## config.mk

```make
export PLATFORM = sky130hd
export DESIGN_NAME = io_uart_tx
export DESIGN_NICKNAME = d
export VERILOG_FILES = /design/src/rtl/io_uart_tx_pkg.sv /design/src/rtl/io_byte_fifo.sv /design/src/rtl/io_uart_tx.sv
export SDC_FILE = /design/constraint.sdc
export NUM_CORES = 1
export LEC_CHECK = 0
export CORE_ASPECT_RATIO = 1.4
export CORE_MARGIN = 1
export CORE_UTILIZATION = 55
export CTS_CLUSTER_SIZE = 20
export DETAILED_ROUTE_END_ITERATION = 8
export GPL_TIMING_DRIVEN = 0
export MAX_ROUTING_LAYER = met4
export PLACE_DENSITY = 0.74
export SLEW_MARGIN = 20
export SYNTH_ARGS = -nofsm -noshare
export SYNTH_HDL_FRONTEND = slang
export SYNTH_HIERARCHICAL = 1
export SYNTH_SLANG_ARGS = --single-unit
```

## constraint.sdc

```tcl
create_clock -name clk -period 4.05 [get_ports clk]
set_input_delay 0.405 -clock clk [delete_from_list [all_inputs] [get_ports clk]]
set_output_delay 0.405 -clock clk [all_outputs]
set_load 0.01 [all_outputs]
```

## src/rtl/io_uart_tx_pkg.sv

```systemverilog
// Shared types and constants for the processor-port UART transmitter.
// UART_TX_PARITY_EN adds an even-parity bit between data and stop.
package io_uart_tx_pkg;

    localparam int DEF_CLKS_PER_BIT = 16;
    localparam int DEF_FIFO_DEPTH   = 4;
    localparam logic [7:0] IO_ADDR  = 8'hFF;

    typedef enum logic [2:0] {
        ST_IDLE,
        ST_START,
        ST_DATA,
`ifdef UART_TX_PARITY_EN
        ST_PARITY,
`endif
        ST_STOP
    } tx_state_t;

    function automatic logic even_parity(input logic [7:0] b);
        return ^b;
    endfunction

endpackage

```

## src/rtl/io_byte_fifo.sv

```systemverilog
// Byte FIFO feeding the UART serializer.
// A push into a full FIFO succeeds only when a pop happens in the same cycle.
module io_byte_fifo
    import io_uart_tx_pkg::*;
#(
    parameter int DEPTH = DEF_FIFO_DEPTH
) (
    input  logic       clk,
    input  logic       reset,
    input  logic       push,
    input  logic       pop,
    input  logic [7:0] din,
    output logic [7:0] dout,
    output logic       empty,
    output logic       full
);

    localparam int AW = $clog2(DEPTH);
    localparam logic [AW-1:0] PTR_ONE  = 1;
    localparam logic [AW:0]   CNT_ONE  = 1;
    localparam logic [AW:0]   CNT_FULL = (AW+1)'(DEPTH);

    logic [7:0]    mem [DEPTH];
    logic [AW-1:0] wr_ptr;
    logic [AW-1:0] rd_ptr;
    logic [AW:0]   count;
    logic          do_push;
    logic          do_pop;

    assign empty   = (count == '0);
    assign full    = (count == CNT_FULL);
    assign do_pop  = pop && !empty;
    assign do_push = push && (!full || do_pop);
    assign dout    = mem[rd_ptr];

    always_ff @(posedge clk or posedge reset) begin
        if (reset) begin
            wr_ptr <= '0;
            rd_ptr <= '0;
            count  <= '0;
        end else begin
            if (do_push)
                wr_ptr <= wr_ptr + PTR_ONE;
            if (do_pop)
                rd_ptr <= rd_ptr + PTR_ONE;
            unique case ({do_push, do_pop})
                2'b10:   count <= count + CNT_ONE;
                2'b01:   count <= count - CNT_ONE;
                default: count <= count;
            endcase
        end
    end

    // Storage needs no reset; occupancy alone defines validity.
    always_ff @(posedge clk) begin
        if (do_push)
            mem[wr_ptr] <= din;
    end

endmodule

```

## src/rtl/io_uart_tx.sv

```systemverilog
// Buffered 8-bit UART transmitter on processor output port 0xFF.
// Define UART_TX_PARITY_EN to send an even-parity bit before stop.
module io_uart_tx
    import io_uart_tx_pkg::*;
#(
    parameter int CLKS_PER_BIT = DEF_CLKS_PER_BIT,
    parameter int FIFO_DEPTH   = DEF_FIFO_DEPTH
) (
    input  logic       clk,
    input  logic       reset,
    input  logic       wr_en,
    input  logic [7:0] wr_data,
    output logic       tx,
    output logic       busy,
    output logic       full,
    output logic       overflow
);

    localparam logic [15:0] BAUD_LAST = 16'(CLKS_PER_BIT - 1);

    tx_state_t   state;
    tx_state_t   state_nxt;
    logic [15:0] baud;
    logic [2:0]  bit_cnt;
    logic [7:0]  shreg;
    logic [7:0]  fifo_dout;
    logic        fifo_empty;
    logic        fifo_full;
    logic        pop;
    logic        bit_done;
    logic        tx_nxt;
    logic        busy_nxt;
`ifdef UART_TX_PARITY_EN
    logic        par_q;
`endif

    assign full     = fifo_full;
    assign bit_done = (baud == BAUD_LAST);

    io_byte_fifo #(
        .DEPTH (FIFO_DEPTH)
    ) u_fifo (
        .clk   (clk),
        .reset (reset),
        .push  (wr_en),
        .pop   (pop),
        .din   (wr_data),
        .dout  (fifo_dout),
        .empty (fifo_empty),
        .full  (fifo_full)
    );

    always_ff @(posedge clk or posedge reset) begin
        if (reset)
            state <= ST_IDLE;
        else
            state <= state_nxt;
    end

    always_comb begin
        state_nxt = state;
        pop       = 1'b0;
        unique case (state)
            ST_IDLE: begin
                if (!fifo_empty) begin
                    pop       = 1'b1;
                    state_nxt = ST_START;
                end
            end
            ST_START: begin
                if (bit_done)
                    state_nxt = ST_DATA;
            end
            ST_DATA: begin
                if (bit_done && bit_cnt == 3'd7)
`ifdef UART_TX_PARITY_EN
                    state_nxt = ST_PARITY;
`else
                    state_nxt = ST_STOP;
`endif
            end
`ifdef UART_TX_PARITY_EN
            ST_PARITY: begin
                if (bit_done)
                    state_nxt = ST_STOP;
            end
`endif
            ST_STOP: begin
                // Back-to-back frames: chain straight into the next start bit.
                if (bit_done) begin
                    if (!fifo_empty) begin
                        pop       = 1'b1;
                        state_nxt = ST_START;
                    end else begin
                        state_nxt = ST_IDLE;
                    end
                end
            end
            default: state_nxt = ST_IDLE;
        endcase
    end

    always_comb begin
        tx_nxt   = 1'b1;
        busy_nxt = (state != ST_IDLE) || !fifo_empty;
        unique case (state)
            ST_START:  tx_nxt = 1'b0;
            ST_DATA:   tx_nxt = shreg[0];
`ifdef UART_TX_PARITY_EN
            ST_PARITY: tx_nxt = par_q;
`endif
            default:   tx_nxt = 1'b1;
        endcase
    end

    always_ff @(posedge clk or posedge reset) begin
        if (reset) begin
            tx       <= 1'b1;
            busy     <= 1'b0;
            overflow <= 1'b0;
            baud     <= '0;
            bit_cnt  <= '0;
            shreg    <= '0;
        end else begin
            tx   <= tx_nxt;
            busy <= busy_nxt;
            if (state == ST_IDLE || bit_done)
                baud <= '0;
            else
                baud <= baud + 16'd1;
            if (pop)
                shreg <= fifo_dout;
            else if (state == ST_DATA && bit_done)
                shreg <= {1'b0, shreg[7:1]};
            if (state == ST_DATA && bit_done)
                bit_cnt <= bit_cnt + 3'd1;
            if (wr_en && fifo_full && !pop)
                overflow <= 1'b1;
        end
    end

`ifdef UART_TX_PARITY_EN
    always_ff @(posedge clk or posedge reset) begin
        if (reset)
            par_q <= 1'b0;
        else if (pop)
            par_q <= even_parity(fifo_dout);
    end
`endif

endmodule
```

==> metrics.txt <==
# TYPE chip_impl_metric gauge
chip_impl_metric{name="final_min_period_over_clock_period",unit="%"} 80.8
chip_impl_metric{name="drt.antenna.violating_nets",unit=""} 0
chip_impl_metric{name="core_region_area",unit="mm2"} 0.00586
chip_impl_metric{name="initial_utilization",unit="%"} 56.9
chip_impl_metric{name="route.detailed.wl_per_inst",unit="um"} 14.5
chip_impl_metric{name="numClockSinks",unit=""} 71
chip_impl_metric{name="yosysTopAreaCellShare",unit="%"} 28.8
chip_impl_info{name="unrepaired_setup_endpoints_after_global_routing",value="false"} 1
chip_impl_metric{name="fillerInstances",unit=""} 454
chip_impl_metric{name="power_leakage",unit="nW"} 1.54
chip_impl_metric{name="grt_usage",unit="%"} 19.8
chip_impl_metric{name="synthesis.nets",unit=""} 266
chip_impl_info{name="critical_path.endpoint_type",value="flop"} 1
chip_impl_metric{name="muxShareOfSynthArea",unit="%"} 11.9
chip_impl_info{name="timing.critical_path.from_type",value="flop"} 1
chip_impl_metric{name="drive_above_1_share",unit="%"} 24.9
chip_impl_metric{name="worst-endpoint-required",unit="ns"} 4.27
chip_impl_metric{name="synth.avg_cell_area",unit="um2"} 13.7
chip_impl_metric{name="postLayoutSetupSlackWorst",unit="ns"} 0.778
chip_impl_metric{name="postSynth.asyncResetShare",unit="%"} 54.9
chip_impl_metric{name="postSynthRegisterBits",unit=""} 71
chip_impl_metric{name="fmax",unit="MHz"} 306
chip_impl_metric{name="cp_max_fo",unit=""} 10
chip_impl_info{name="synth_top_family_by_area",value="simple AND/OR/NAND/NOR gates"} 1
chip_impl_info{name="cts_root_buffer",value="sky130_fd_sc_hd__clkbuf_8"} 1
chip_impl_info{name="netlist.top_cell.by_area",value="sky130_fd_sc_hd__edfxtp_1"} 1
chip_impl_metric{name="die-height",unit="um"} 94.2
chip_impl_metric{name="io_buffer_count",unit=""} 14
chip_impl_metric{name="yosys_warnings",unit=""} 6
chip_impl_info{name="timing.setup.critical_path_class",value="flop to flop"} 1
chip_impl_metric{name="post_synth_fa_ha_maj_area_fraction",unit="%"} 4.72
chip_impl_metric{name="hold_viol",unit=""} 0
chip_impl_metric{name="antenna_found_initial",unit=""} 0
chip_impl_metric{name="setup_total_negative_slack",unit="ns"} 0
chip_impl_metric{name="setup_viols_final",unit=""} 0
chip_impl_info{name="status",value="complete, no violations"} 1
chip_impl_metric{name="seq_area_frac_synth",unit="%"} 58.1
chip_impl_metric{name="finalWirelength",unit="um"} 4990
chip_impl_metric{name="design.final.nets",unit=""} 291
chip_impl_metric{name="met1_length",unit="um"} 2090
chip_impl_metric{name="post_synth_num_cell_types",unit=""} 47
chip_impl_metric{name="grt_first_pass_wirelength",unit="um"} 8740
chip_impl_info{name="ys_dominant_reg_cell",value="sky130_fd_sc_hd__dfrtp_1"} 1
chip_impl_metric{name="finalWeightedCongestion",unit=""} 0.778
chip_impl_metric{name="power-per-cell-area",unit="mW/mm2"} 665
chip_impl_metric{name="synth_enable_flop_cells",unit=""} 32
chip_impl_metric{name="post_synthesis_share_of_cell_area_spent_on_xor_and_xnor_gates",unit="%"} 4.72
chip_impl_info{name="tritoncts_clock_tree",value="built"} 1
chip_impl_info{name="route.top_layer_used",value="met4"} 1
chip_impl_metric{name="clk_pin_slew",unit="ns"} 0.08
chip_impl_metric{name="maxSlewHeadroom",unit="%"} 56.8
chip_impl_info{name="ys_top_cells_by_count",value="sky130_fd_sc_hd__dfrtp_1 (38), sky130_fd_sc_hd__edfxtp_1 (32), sky130_fd_sc_hd__nor2_1 (21)"} 1
chip_impl_metric{name="simple_gate_portion_of_the_synthesized_area",unit="%"} 12.5
chip_impl_metric{name="setup_clock_skew_after_layout",unit="ns"} 0.00858
chip_impl_metric{name="cts_resized",unit=""} 0
chip_impl_metric{name="wl_met3",unit="um"} 117
chip_impl_metric{name="drtIter0Drc",unit=""} 68
chip_impl_metric{name="number_of_global_route_vias_before_repair",unit=""} 1941
chip_impl_metric{name="die_width",unit="um"} 67.8
chip_impl_metric{name="areaGrowthSynthToFinish",unit="%"} 14.2
chip_impl_metric{name="met2WireLength",unit="um"} 2640
chip_impl_info{name="hp-class",value="input pin to asynchronous set/reset pin"} 1
chip_impl_metric{name="rows",unit=""} 33
chip_impl_metric{name="pin_count",unit=""} 15
chip_impl_metric{name="route.detailed.vias_per_inst",unit=""} 5.46
chip_impl_metric{name="maximum_number_of_pins_on_one_net_before_global_route_repair",unit=""} 33
chip_impl_metric{name="hpwlAfterDp",unit="um"} 3480
chip_impl_metric{name="clk-insertion-delay-late",unit="ns"} 0.34
chip_impl_info{name="yosys-top-cells-area",value="sky130_fd_sc_hd__edfxtp_1 (29%), sky130_fd_sc_hd__dfrtp_1 (28%), sky130_fd_sc_hd__mux2_2 (5.7%)"} 1
chip_impl_metric{name="timing_max_transition_violations_final",unit=""} 0
chip_impl_metric{name="synthesis.area",unit="mm2"} 0.00334
chip_impl_metric{name="ctsHtreeMaxLevel",unit=""} 3
chip_impl_info{name="yosys.cell_count.top_type",value="sky130_fd_sc_hd__dfrtp_1"} 1
chip_impl_metric{name="grt-ovfl-total",unit=""} 0
chip_impl_metric{name="cts_buffers",unit=""} 9
chip_impl_metric{name="dr_total_vias",unit=""} 1874
chip_impl_metric{name="arrival",unit="ns"} 3.49
chip_impl_metric{name="post_synthesis_compound_gate_area_fraction",unit="%"} 4.61
chip_impl_metric{name="diodes",unit=""} 0
chip_impl_metric{name="vdd.ir_drop.worst",unit="V"} 0.000464
chip_impl_metric{name="final.min_clock_period",unit="ns"} 3.27
chip_impl_metric{name="post_cts_hold_buffer_count",unit=""} 0
chip_impl_metric{name="cts_setup_buffers",unit=""} 0
chip_impl_metric{name="drc_errors",unit=""} 0
chip_impl_metric{name="timing_worst_slew_pin_value",unit="ns"} 0.647
chip_impl_metric{name="number_of_maximum_capacitance_violations",unit=""} 0
chip_impl_metric{name="cts_buffer_depth",unit=""} 2
chip_impl_metric{name="detailedRoute.firstPassIterationCount",unit=""} 4
chip_impl_metric{name="number_of_instances_in_the_synthesized_netlist",unit=""} 243
chip_impl_metric{name="place_worst_setup_slack",unit="ns"} 0.776
chip_impl_metric{name="die_area",unit="mm2"} 0.00639
worst paths after layout:
check | start | endpoint | slack, ns | cells after the start
max in group asynchronous | reset | baud[14] | 3.13 | 2
max | baud[12] | u_fifo/count[2] | 0.78 | 11
min reg2reg | bit_cnt[0] | bit_cnt[0] | 0.49 | 1
min | reset | u_fifo/count[0] | 0.35 | 2
min in group clk | bit_cnt[0] | bit_cnt[0] | 0.49 | 1
max reg2reg | baud[12] | u_fifo/count[2] | 0.78 | 11
per-layer routing:
layer	up-vias	track usage, %
met3	14	4.37
li1	920	-
met4	0	11.5
met5	-	-
met1	918	21.5
met2	22	32.5
metrics by stage:
step           cells  hold WS [ns]  area, um2  power [mW]  utilization, %
2_1_floorplan    243         0.208       3340        1.69               -
3_3_place_gp     327         0.453       3560        1.86            60.8
3_5_place_dp     327         0.472       3560        1.88            60.8
4_1_cts          343         0.351       3810        2.57            65.0
5_1_grt          343         0.385       3810        2.70            65.0
6_report         343         0.354       3810        2.53            65.0
worst max-delay path: stages, from the launching register on:
cell and delay, ns:
sky130_fd_sc_hd__dfrtp_1 0.42, sky130_fd_sc_hd__or4_4 0.60, sky130_fd_sc_hd__nor4_4 0.43, sky130_fd_sc_hd__a31oi_4 0.25, sky130_fd_sc_hd__inv_1 0.12, sky130_fd_sc_hd__buf_6 0.14
sky130_fd_sc_hd__nand2b_1 0.09, sky130_fd_sc_hd__or2_2 0.29, sky130_fd_sc_hd__fa_1 0.38, sky130_fd_sc_hd__nand2b_1 0.17, sky130_fd_sc_hd__o211ai_1 0.17, sky130_fd_sc_hd__nand3_1 0.09
cells in the final DEF, fill, tap and decap left out, types with 2 or more instances in the layout:
cell / Yosys / routed
sky130_fd_sc_hd__o21ai_0: 4 / 4
sky130_fd_sc_hd__nand2b_1: 3 / 3
sky130_fd_sc_hd__clkdlybuf4s50_1: 0 / 14
sky130_fd_sc_hd__mux4_2: 8 / 8
sky130_fd_sc_hd__inv_1: 18 / 17
sky130_fd_sc_hd__nor4_1: 2 / 2
sky130_fd_sc_hd__or4_4: 3 / 3
sky130_fd_sc_hd__and2_2: 4 / 4
sky130_fd_sc_hd__dfrtp_1: 38 / 38
sky130_fd_sc_hd__clkinv_4: 0 / 3
sky130_fd_sc_hd__nand4_1: 4 / 4
sky130_fd_sc_hd__xnor2_1: 12 / 12
sky130_fd_sc_hd__edfxtp_1: 32 / 32
sky130_fd_sc_hd__or2_2: 3 / 3
sky130_fd_sc_hd__nand2_1: 6 / 6
sky130_fd_sc_hd__ha_1: 11 / 11
sky130_fd_sc_hd__nor2_1: 21 / 21
sky130_fd_sc_hd__nand3b_1: 2 / 2
sky130_fd_sc_hd__clkbuf_8: 0 / 9
sky130_fd_sc_hd__nand3_1: 8 / 8
sky130_fd_sc_hd__nor4_4: 2 / 2
sky130_fd_sc_hd__and3_1: 3 / 3
sky130_fd_sc_hd__a21oi_1: 3 / 3
sky130_fd_sc_hd__a31o_2: 2 / 2
sky130_fd_sc_hd__buf_6: 2 / 2
sky130_fd_sc_hd__mux2_2: 17 / 17
sky130_fd_sc_hd__buf_2: 3 / 3
sky130_fd_sc_hd__bufinv_16: 0 / 3
sky130_fd_sc_hd__nor3_1: 5 / 5
sky130_fd_sc_hd__xor2_1: 6 / 6
flip-flops by register name (all words and copies together) (netlist names):
signal / count
state: 2
u_fifo/mem: 32
u_fifo/rd_ptr: 2
tx: 1
baud: 16
bit_cnt: 3
u_fifo/count: 3
shreg: 8
busy: 1
u_fifo/wr_ptr: 2
overflow: 1
area by class of cell:
class                   count  area [um2]  share of cell area [%]
plain buffers               7        48.8                    1.28
inverters                  18        67.6                    1.77
multi-input cells         147        1280                    33.7
clock inverters             7         121                    3.19
flip-flops and latches     71        1940                    50.9
clock buffers               9         124                    3.25
repair buffers             14         140                    3.68
well taps                  70        87.6                    2.30
cell families (layout without fill, tap and decap cells):
logic type                 after synthesis  after routing
DFF                                     71             71
and+or+nand+nor                         71             71
muxes                                   27             27
buffers and inverters                   25             55
AOI/OAI and AO/OA                       19             19
xor gates and xnor gates                18             18
adders and majority gates               12             12
power breakdown:
| part | switching, mW | total, mW | internal [mW] |
|---|---|---|---|
| Combinational | 0.383 | 0.796 | 0.413 |
| Clock | 0.270 | 0.681 | 0.411 |
| Sequential | 0.106 | 1.06 | 0.951 |
(Power assumes the default switching activity.)
